## config.mk

```make
export PLATFORM = sky130hd
export DESIGN_NAME = dram_bist_nx
export DESIGN_NICKNAME = d
export VERILOG_FILES = /design/src/rtl/dram_bist_pkg.sv /design/src/rtl/dram_sp_nx.sv /design/src/rtl/dram_bist_nx.sv
export SDC_FILE = /design/constraint.sdc
export NUM_CORES = 1
export LEC_CHECK = 0
export ABC_AREA = 1
export CAP_MARGIN = 25
export CORE_MARGIN = 5
export CORE_UTILIZATION = 30
export DETAILED_ROUTE_END_ITERATION = 7
export GPL_ROUTABILITY_DRIVEN = 0
export GPL_TIMING_DRIVEN = 0
export SETUP_SLACK_MARGIN = 0.3
export SLEW_MARGIN = 5
export SYNTH_ARGS = -nofsm -noshare
export SYNTH_HDL_FRONTEND = slang
export SYNTH_HIERARCHICAL = 1
export SYNTH_SLANG_ARGS = --single-unit
```

## constraint.sdc

```tcl
create_clock -name clk -period 7.3 [get_ports clk]
set_input_delay 1.46 -clock clk [delete_from_list [all_inputs] [get_ports clk]]
set_output_delay 1.46 -clock clk [all_outputs]
set_load 0.01 [all_outputs]
```

## src/rtl/dram_bist_pkg.sv

```systemverilog
// Shared types and constants for the distributed-RAM board test.
// Holds the BIST state encoding, pattern seed, switch/LED bit positions and the fault-inject address.
package dram_bist_pkg;

    typedef enum logic [2:0] {
        ST_IDLE,
        ST_WR_A,
        ST_RD_A,
        ST_WR_B,
        ST_RD_B,
        ST_PASS,
        ST_FAIL
    } bist_state_t;

    localparam logic [7:0] PAT_A = 8'h55;

    localparam int unsigned LED_BUSY = 8;
    localparam int unsigned LED_PASS = 9;
    localparam int unsigned LED_FAIL = 10;

    localparam int unsigned SW_DATA_LSB = 5;
    localparam int unsigned SW_INJECT   = 5;
    localparam int unsigned SW_START    = 13;
    localparam int unsigned SW_MODE     = 14;
    localparam int unsigned SW_WE       = 15;

    localparam int unsigned INJECT_ADDR = 3;

    // Pattern A for a word address; pattern B is its complement.
    function automatic logic [7:0] pattern_a(input logic [7:0] addr);
        return addr ^ PAT_A;
    endfunction

endpackage

```

## src/rtl/dram_sp_nx.sv

```systemverilog
// Single-port LUT RAM: synchronous write, asynchronous read, configuration-time init.
// Plain inferable form so synthesis packs it into RAM32X1S..RAM256X1S primitives.
module dram_sp_nx #(
    parameter int unsigned WIDTH     = 8,
    parameter int unsigned ADDR_BITS = 5,
    parameter logic [7:0]  INIT_VAL  = 8'h02
) (
    input  logic                 clk,
    input  logic                 we,
    input  logic [ADDR_BITS-1:0] addr,
    input  logic [WIDTH-1:0]     wdata,
    output logic [WIDTH-1:0]     rdata
);

    localparam int unsigned DEPTH = 2 ** ADDR_BITS;

    logic [WIDTH-1:0] mem [DEPTH] = '{default: INIT_VAL[WIDTH-1:0]};

    always_ff @(posedge clk) begin
        if (we) begin
            mem[addr] <= wdata;
        end
    end

    assign rdata = mem[addr];

endmodule

```

## src/rtl/dram_bist_nx.sv

```systemverilog
// Board test top: switch synchroniser, manual RAM access, march-style BIST FSM and LED status.
// UART is looped straight through.
module dram_bist_nx
    import dram_bist_pkg::*;
#(
    parameter int unsigned WIDTH     = 8,
    parameter int unsigned ADDR_BITS = 5,
    parameter logic [7:0]  INIT_VAL  = 8'h02
) (
    input  logic        clk,
    input  logic        rst,
    input  logic        rx,
    output logic        tx,
    input  logic [15:0] sw,
    output logic [15:0] led
);

    logic [15:0]          sw_meta;
    logic [15:0]          sws;
    logic                 start_prev;
    logic                 start_edge;
    bist_state_t          state, state_n;
    logic [ADDR_BITS-1:0] cnt, cnt_n;
    logic [ADDR_BITS-1:0] fail_addr, fail_addr_n;
    logic [15:0]          led_n;
    logic [7:0]           pat8;
    logic [WIDTH-1:0]     expect_data;
    logic                 mem_we;
    logic [ADDR_BITS-1:0] mem_addr;
    logic [WIDTH-1:0]     mem_wdata;
    logic [WIDTH-1:0]     mem_rdata;
    logic                 mismatch;
    logic                 last_addr;

    assign tx = rx;

    // Two-flop synchroniser plus start-edge history.
    always_ff @(posedge clk or posedge rst) begin
        if (rst) begin
            sw_meta    <= '0;
            sws        <= '0;
            start_prev <= 1'b0;
        end else begin
            sw_meta    <= sw;
            sws        <= sw_meta;
            start_prev <= sws[SW_START];
        end
    end

    assign start_edge = sws[SW_START] & ~start_prev;
    assign last_addr  = (cnt == '1);

    // RAM port mux: switches in manual mode, BIST address/pattern otherwise.
    always_comb begin
        pat8        = pattern_a(8'(cnt));
        expect_data = (state == ST_RD_B) ? ~pat8[WIDTH-1:0] : pat8[WIDTH-1:0];
        mem_we      = 1'b0;
        mem_addr    = cnt;
        mem_wdata   = pat8[WIDTH-1:0];
        if (!sws[SW_MODE]) begin
            mem_we    = sws[SW_WE];
            mem_addr  = ADDR_BITS'(sws[4:0]);
            mem_wdata = sws[SW_DATA_LSB +: WIDTH];
        end else if (state == ST_WR_A) begin
            mem_we = 1'b1;
        end else if (state == ST_WR_B) begin
            mem_we    = 1'b1;
            mem_wdata = ~pat8[WIDTH-1:0];
            if (sws[SW_INJECT] && (cnt == ADDR_BITS'(INJECT_ADDR))) begin
                mem_wdata[0] = ~mem_wdata[0];
            end
        end
    end

    assign mismatch = (mem_rdata != expect_data);

    dram_sp_nx #(
        .WIDTH    (WIDTH),
        .ADDR_BITS(ADDR_BITS),
        .INIT_VAL (INIT_VAL)
    ) u_ram (
        .clk  (clk),
        .we   (mem_we),
        .addr (mem_addr),
        .wdata(mem_wdata),
        .rdata(mem_rdata)
    );

    always_ff @(posedge clk or posedge rst) begin
        if (rst) begin
            state     <= ST_IDLE;
            cnt       <= '0;
            fail_addr <= '0;
            led       <= '0;
        end else begin
            state     <= state_n;
            cnt       <= cnt_n;
            fail_addr <= fail_addr_n;
            led       <= led_n;
        end
    end

    // Next state; LEDs are derived from the next state so status lands on the same edge.
    always_comb begin
        state_n     = state;
        cnt_n       = cnt;
        fail_addr_n = fail_addr;
        led_n       = '0;

        if (!sws[SW_MODE]) begin
            state_n = ST_IDLE;
            cnt_n   = '0;
        end else begin
            case (state)
                ST_IDLE, ST_PASS, ST_FAIL: begin
                    if (start_edge) begin
                        state_n = ST_WR_A;
                        cnt_n   = '0;
                    end
                end
                ST_WR_A, ST_WR_B: begin
                    cnt_n = cnt + 1'b1;
                    if (last_addr) begin
                        state_n = (state == ST_WR_A) ? ST_RD_A : ST_RD_B;
                    end
                end
                ST_RD_A, ST_RD_B: begin
                    if (mismatch) begin
                        state_n     = ST_FAIL;
                        fail_addr_n = cnt;
                        cnt_n       = '0;
                    end else begin
                        cnt_n = cnt + 1'b1;
                        if (last_addr) begin
                            state_n = (state == ST_RD_A) ? ST_WR_B : ST_PASS;
                        end
                    end
                end
                default: begin
                    state_n = ST_IDLE;
                    cnt_n   = '0;
                end
            endcase
        end

        if (!sws[SW_MODE]) begin
            led_n[7:0] = 8'(mem_rdata);
        end else if (state_n == ST_FAIL) begin
            led_n[7:0] = 8'(fail_addr_n);
        end
        led_n[LED_BUSY] = (state_n == ST_WR_A) || (state_n == ST_RD_A) ||
                          (state_n == ST_WR_B) || (state_n == ST_RD_B);
        led_n[LED_PASS] = (state_n == ST_PASS);
        led_n[LED_FAIL] = (state_n == ST_FAIL);
    end

endmodule

```

==> results of run 1 <==
## worst max-delay path, stage by stage (launching register included)
cell      delay (ps)
dfrtp_1          360
clkbuf_2         180
inv_1            210
clkbuf_1         360
clkbuf_1         430
nand2_1          100
nand2_1           70
buf_2            210
inv_2             90
nor3_2           570
nand2_1          140
nand2_1          160
nor2_1            50
nand2_1          170
inv_1             60
nand2_1           50
nand2_1           70
nand2_1           60
nand2_1           70
nand3_4          120
nor2_2            60
nand2_1           90
nor2_1            50
nor2_1           330
nand4_1          140
nand2_1          120
## power breakdown
group / switching [mW] / internal [mW] / leakage [nW]
Sequential: 0.00773 / 1.97 / 3.01
Clock: 0.625 / 0.793 / 0.444
Combinational: 0.274 / 0.118 / 2.99
Total: 0.907 / 2.88 / 6.45
## layout make-up
class | instances | area [µm²]
inverter | 47 | 176
fill | 4375 | 28500
tap | 592 | 741
multi-input combinational | 907 | 3700
clock inverter | 15 | 68.8
timing repair buffer | 39 | 462
clock buffer | 41 | 833
sequential | 313 | 9110
buffer | 57 | 328
## placed cells by master (no fill, tap or decap), types with 2 or more instances in the layout
cell / instances
buf_6: 2
a21oi_4: 3
buf_2: 24
nand2_2: 6
inv_2: 15
clkbuf_16: 31
clkdlybuf4s50_1: 29
o22ai_1: 6
nor3_2: 8
buf_12: 3
dfrtp_1: 57
nor2_4: 2
nor2_1: 70
a21oi_1: 4
ha_1: 2
nand3_1: 9
clkbuf_1: 19
nand2_1: 754
o21ai_1: 6
clkinv_2: 7
edfxtp_1: 256
clkinv_1: 7
buf_4: 22
nor2_2: 2
o21ai_0: 7
nand4_1: 6
conb_1: 5
buf_16: 2
nor3_1: 4
inv_1: 32
clkbuf_8: 2
buf_8: 2
## state kept, by name, summed over array words and instances, names as in the netlist
name and cells:
state 3, sw_meta 16, u_ram/mem 256, led 11, fail_addr 5, cnt 5, sws 16, start_prev 1
## per-stage QoR
stage / hold WS (ps) / total power [mW] / area, µm² / utilization, %
finish: 348 / 3.79 / 15400 / 35.1
global route: 353 / 3.95 / 15400 / 35.1
CTS: 350 / 3.82 / 15400 / 35.1
detailed placement: 336 / 2.40 / 14500 / 33.1
global placement: 334 / 2.39 / 14300 / 32.6
floorplan: 331 / 2.25 / 13300 / -
## metal layers
layer | GRT usage (%) | up-vias
met5 | 0 | -
met3 | 1.92 | 51
li1 | - | 4401
met4 | 4.10 | 0
met2 | 22.5 | 275
met1 | 17.5 | 4319
## cell families (layout without fill, tap and decap cells)
| family | Yosys count | after routing | share of synthesized area (%) |
|---|---|---|---|
| mux | 1 | 1 | 0.0755 |
| flops | 313 | 313 | 68.7 |
| buf+inv | 104 | 199 | 3.80 |
| simple gates | 863 | 863 | 25.3 |
| compound gates | 34 | 34 | 1.68 |
| other cells | 1 | 5 | 0.0283 |
| fa+ha+maj | 2 | 2 | 0.189 |
| xor+xnor | 2 | 2 | 0.132 |
## worst paths after layout
path / startpoint / endpoint / slack (ps) / cells after the start
max: sws[14]$_DFF_PP0_ / led[1]$_DFF_PP0_ / 2890 / 25
min: sw_meta[13]$_DFF_PP0_ / sws[13]$_DFF_PP0_ / 350 / 0
max reg2reg: sws[14]$_DFF_PP0_ / led[1]$_DFF_PP0_ / 2890 / 25
min reg2reg: sw_meta[13]$_DFF_PP0_ / sws[13]$_DFF_PP0_ / 350 / 0
max in group asynchronous: rst / sw_meta[3]$_DFF_PP0_ / 5580 / 3
min in group asynchronous: rst / fail_addr[1]$_DFF_PP0_ / 1190 / 2
==> impl_results.md, run 1 <==
* Worst hold path type: flop to flop
* 1st-pass router iterations at 5
* Final Hold Fails at 0
* Req. time, crit path at 7780 ps
* Top-count cell post-synth: nand2_1
* Root Driver: clkbuf_16
* Distinct cells, synth at 37
* Area growth syn-to-layout at 16.4%
* Initial antenna violation count at 0
* Synth warnings at 6
* Slew Viols, Final at 0
* Main area contributors after synthesis: edfxtp_1 58%, nand2_1 21%, dfrtp_1 11%
* Avg WL per Cell at 16.1 µm
* EDFF count, synth at between 200 and 300
* Core footprint at 43900 µm²
* Tcrit/Tclk final at between 60% and 70%
* Fin nets at 1416
* Routed Antenna Nets at 0
* Seq/Total Area, Yosys at 68.7%
* Vias/cell at 4.50
* Port Buffers at 29
* Crit end category: flop
* CTS resizes at 0
* Mapped cell area at 13300 µm²
* Hold buffers post-CTS at 0
* Kind of critical path: flop to flop
* CTS Buf Count at 30
* Worst-Margin Slew at 923 ps
* Die Wd at 220 µm
* Diodes inserted at 0
* Fmax at about 230 MHz
* Iter 0 DRT Violations at 702
* CTS H-tree lvls at 1
* Top FF cell, synth: edfxtp_1
* Minimum clock period at 4410 ps
* Vias at between 9000 and 10000
* Post-synthesis area per instance at 10.0 µm²
* Leakage power at 6.45 nW
* GR Overflow Total at 0
* Vias in the first global route at 8903
* Worst skew pair latency at 550 ps
* Global-route usage over all layers at 13.2%
* DIE AREA at 48500 µm²
* Die Y at approximately 220 µm
* Power Dens Cells at 245 nW/µm²
* # IOs at 36
* CP max FO at 10
* Synth async-reset ratio at a little under a fifth
* Largest area contributor in the netlist: edfxtp_1
* Post-route setup slack at 2890 ps
* Setup repair bufs after CTS at 0
* Cells after DPL at 1955
* Metal1 wirelength at 13.9 mm
* Layout cell share with drive strength beyond 1 at 9.80%
* Max clock buf depth at 3
* RSZ-0062 raised after global routing: false
* Peak VDD IR at 0.000172 V
* Pre-CTS WS at just under 3000 ps
* CP Launch Type: flop
* Relative slew slack at 38.3%
* Hpwl dp at 22.3 mm
* DR WL met2 at 15.8 mm
* CTS tree: yes
* Final setup TNS at 0 ps
* Max cap viols at 0
* Clk_skew at between 9 and 10 ps
* Top cells by count, synth: 755 x nand2_1, 256 x edfxtp_1, 72 x nor2_1, 57 x dfrtp_1, 33 x inv_1
* DR WL met3 at 1.93 mm
* Seq cells post-synth at ~310
* Critical path arrival at 4890 ps
* Num Clock Sinks at about 310
* Synth Instances at 1320
* Initial Utilization at 30.2%
* Finished Layout Cells at 2011
* Status: completed
* Clock-pin slew on the worst setup and hold paths at 60 ps
* Pin count of the biggest net entering global routing at 44
* Site row count at 77
* First-pass GRT wire length at 50.1 mm
* Post-synth top area share at 58.0%
* Final wirelength at 32.4 mm
* DR top layer: met4
* # DRC at 0
* Final Setup Violations at 0
No activity file was read; power rests on OpenSTA's default activity.
==> inputs of run 2 (changes only) <==
Clock period 7.3 ns to 4.4 ns, I/O delays scaled along.
==> run 2 against run 1 <==
- fmax increased by 19%
- final area increased by 0.87%
- cell count increased by 0.15%
- first-iteration DRC count increased by 1.7%
- core utilization increased by 0.30 points
- sequential share of layout area decreased by 0.51 points
- critical endpoint is now cnt[2]$_DFFE_PP0P_
- highest routed layer unchanged
==> impl_results.md, run 2 (same netlist as run 1, synthesis figures left out) <==
* Status: completed
* Hpwl dp at 22.3 mm (unchanged)
* Max clock buf depth at 3 (unchanged)
* CTS Buf Count at 30 (unchanged)
* Max cap viols at 0 (unchanged)
* Worst Hold End: sws[13]$_DFF_PP0_
* Final setup TNS at 0 ps (unchanged)
* Tcrit/Tclk final at 84.3% (+24 points)
* Initial Utilization at 30.2% (unchanged)
* Critical Path Most Common Cell: nand2_1
* Biggest regs: u_ram/mem x256, sw_meta x16, sws x16
* Vias/cell at 4.51 (+0.30%)
* Switching power at 1.51 mW (+67%)
* Commonest non-fill, non-tap cell in the layout: nand2_1
* 1st-pass router iterations at 8 (+3)
* Site row count at 77 (unchanged)
* Power Dens Cells at 405 nW/µm² (+65%)
* Pin count of the biggest net entering global routing at 44 (unchanged)
* Diodes inserted at 0 (unchanged)
* Kind of critical path: flop to flop
* Core footprint at 43900 µm² (unchanged)
* Relative slew slack at 36.5% (-1.7 points)
* Design area at 15600 µm² (+0.87%)
* DR WL met3 at 2.11 mm (+9.3%)
* Origin of the critical flop-to-flop path: sws[14]$_DFF_PP0_
* Port Buffers at 29 (unchanged)
* Seq pwr share at 52.1% (about the same)
* Area after DPL at 14500 µm² (unchanged)
* Die Y at 220 µm (unchanged)
* GR Overflow Total at 0 (unchanged)
* Hold buffers post-CTS at 0 (unchanged)
* Final Hold Fails at 0 (unchanged)
* Most flop-heavy register: u_ram/mem
* First-pass GRT wire length at 50.1 mm (about the same)
* Int Power at 4.78 mW (+66%)
* Min-delay src: sw_meta[13]$_DFF_PP0_
* Worst skew pair latency at 550 ps (about the same)
* Slowest stage delay, CP at 410 ps (-160 ps)
* Clk_skew at 8.92 ps (-0.171 ps)
* Routed Antenna Nets at 0 (unchanged)
* Final wirelength at 32.5 mm (+0.31%)
* Critical path arrival at 4160 ps (-730 ps)
* Minimum clock period at 3710 ps (-705 ps)
* Req. time, crit path at 4850 ps (-2930 ps)
* Initial antenna violation count at 0 (unchanged)
* # IOs at 36 (unchanged)
* # DRC at 0 (unchanged)
* Die Wd at 220 µm (unchanged)
* Comb pwr share at 10.5% (+0.2 points)
* Iter 0 DRT Violations at 714 (+1.7%)
* Fill cells at 4366 (-0.21%)
* Critical path buffers and inverters at 8 (+1)
* DIE AREA at 48500 µm² (unchanged)
* CP max FO at 10 (unchanged)
* Sw frac at 24.0% (+0.041 points)
* Fin nets at 1419 (+0.21%)
* Vias in the first global route at 8911 (+0.090%)
* Metal1 wirelength at 13.7 mm (-1.0%)
* Peak VDD IR at 0.000287 V (+67%)
* Global-route usage over all layers at 13.2% (about the same)
* Flop2flop setup slack at 690 ps (-2200 ps)
* Largest register FFs at 256 (unchanged)
* FF-to-FF path depth at 24 (-4.0%)
* Worst-Margin Slew at 949 ps (+26.1 ps)
* CP Launch Type: flop
* CTS H-tree lvls at 1 (unchanged)
* Critical path's top delay family: simple AND/OR/NAND/NOR gates
* Layout cell share with drive strength beyond 1 at 10.7% (+0.89 points)
* Clk pwr share at 37.4% (about the same)
* Crit. path cell count at 24 (-4.0%)
* Most frequent cells in the layout: 754 x nand2_1, 256 x edfxtp_1, 69 x nor2_1
* Area growth syn-to-layout at 17.4%
* Leakage power at 6.51 nW (+0.91%)
* DR top layer: met4
* Slew Viols, Final at 0 (unchanged)
* Root Driver: clkbuf_16
* Avg WL per Cell at 16.1 µm (+0.16%)
* Clock-pin slew on the worst setup and hold paths at 60 ps (about the same)
* Worst hold path type: flop to flop
* Final hold slack at 348 ps (+0.0720 ps)
* Final Setup Violations at 0 (unchanged)
* Critical Path Slowest Stage Cell: a22oi_1
* Vias at 9087 (+0.45%)
* RSZ-0062 raised after global routing: false
* CTS tree: yes
* Num Clock Sinks at 313 (unchanged)
* Fmax at 270 MHz (+19%)
* Worst r2r dst: cnt[2]$_DFFE_PP0P_
* Crit-path cells: clkbuf_2, inv_4, clkbuf_4, clkbuf_4, nand2_1, nand2_1, buf_2, inv_2, nor3_4, nand2_1, nand2_1, nor2_1, nand2_1, inv_1, nand2_1, nand2_1, nand2_2, nand2_2, nand3_4, nor2_2, a22oi_1, o22ai_1, nand2_1, inv_1
* Worst hold path depth at 0 (unchanged)
* DR WL met2 at 15.8 mm (+0.18%)
* Crit end category: flop
-- run 2: power by group through the flow --
stage               clock [mW]  combinational (mW)  sequential, mW
global route              2.55               0.736            3.28
global placement             0               0.613            3.34
floorplan                    0               0.391            3.34
CTS                       2.41               0.652            3.28
detailed placement           0               0.647            3.34
finish                    2.35               0.664            3.28
-- run 2: per-stage QoR --
step           setup slack [ps]  power [mW]  cells  utilization, %
2_1_floorplan              1160        3.73   1324               -
3_3_place_gp               -232        3.96   1945            32.6
3_5_place_dp               33.0        3.99   1955            33.1
4_1_cts                     366        6.34   2011            35.2
5_1_grt                     319        6.56   2014            35.4
6_report                    692        6.30   2014            35.4
-- run 2: cell type report --
class	instances	area (µm²)	area share (%)
Clock buffer	41	833	5.36
Timing Repair Buffer	42	509	3.27
Multi-Input combinational cell	907	3750	24.1
Inverter	47	179	1.15
Tap cell	592	741	4.76
Sequential cell	313	9110	58.6
Clock inverter	15	68.8	0.442
Buffer	57	365	2.35
-- run 2: worst max-delay path by stage --
stage	start	endpoint	slack (ps)
detailed placement	sws[14]$_DFF_PP0_	led[0]$_DFF_PP0_	30
global placement	sws[14]$_DFF_PP0_	u_ram/mem[5][3]$_DFFE_PP_	-230
global route	sws[14]$_DFF_PP0_	led[8]$_DFF_PP0_	320
CTS	sws[14]$_DFF_PP0_	led[8]$_DFF_PP0_	370
finish	sws[14]$_DFF_PP0_	cnt[2]$_DFFE_PP0P_	690
floorplan	sws[14]$_DFF_PP0_	led[8]$_DFF_PP0_	1160
-- run 2: repair_timing --
item | 4_1_cts | 5_1_grt
pin swaps | 0 | 2
endpoints found under the setup margin | 16 | 21
resized for setup | 5 | 36
setup buffers | 0 | 3
-- run 2: worst reg2reg max path: stages (launching register included) --
cell      delay (ps)
dfrtp_1          360
clkbuf_2         190
inv_4            130
clkbuf_4         200
clkbuf_4         220
nand2_1           70
nand2_1           50
buf_2            270
inv_2            160
nor3_4           380
nand2_1          100
nand2_1          110
nor2_1            60
nand2_1          170
inv_1             80
nand2_1           60
nand2_1           70
nand2_2           70
nand2_2           60
nand3_4           90
nor2_2            60
a22oi_1          410
o22ai_1          140
nand2_1           80
inv_1             30
-- run 2: routing by layer --
metal	vias to the layer above	global-route usage (%)
met4	0	4.16
li1	4411	-
met1	4343	17.5
met3	54	1.89
met5	-	0
met2	279	22.4
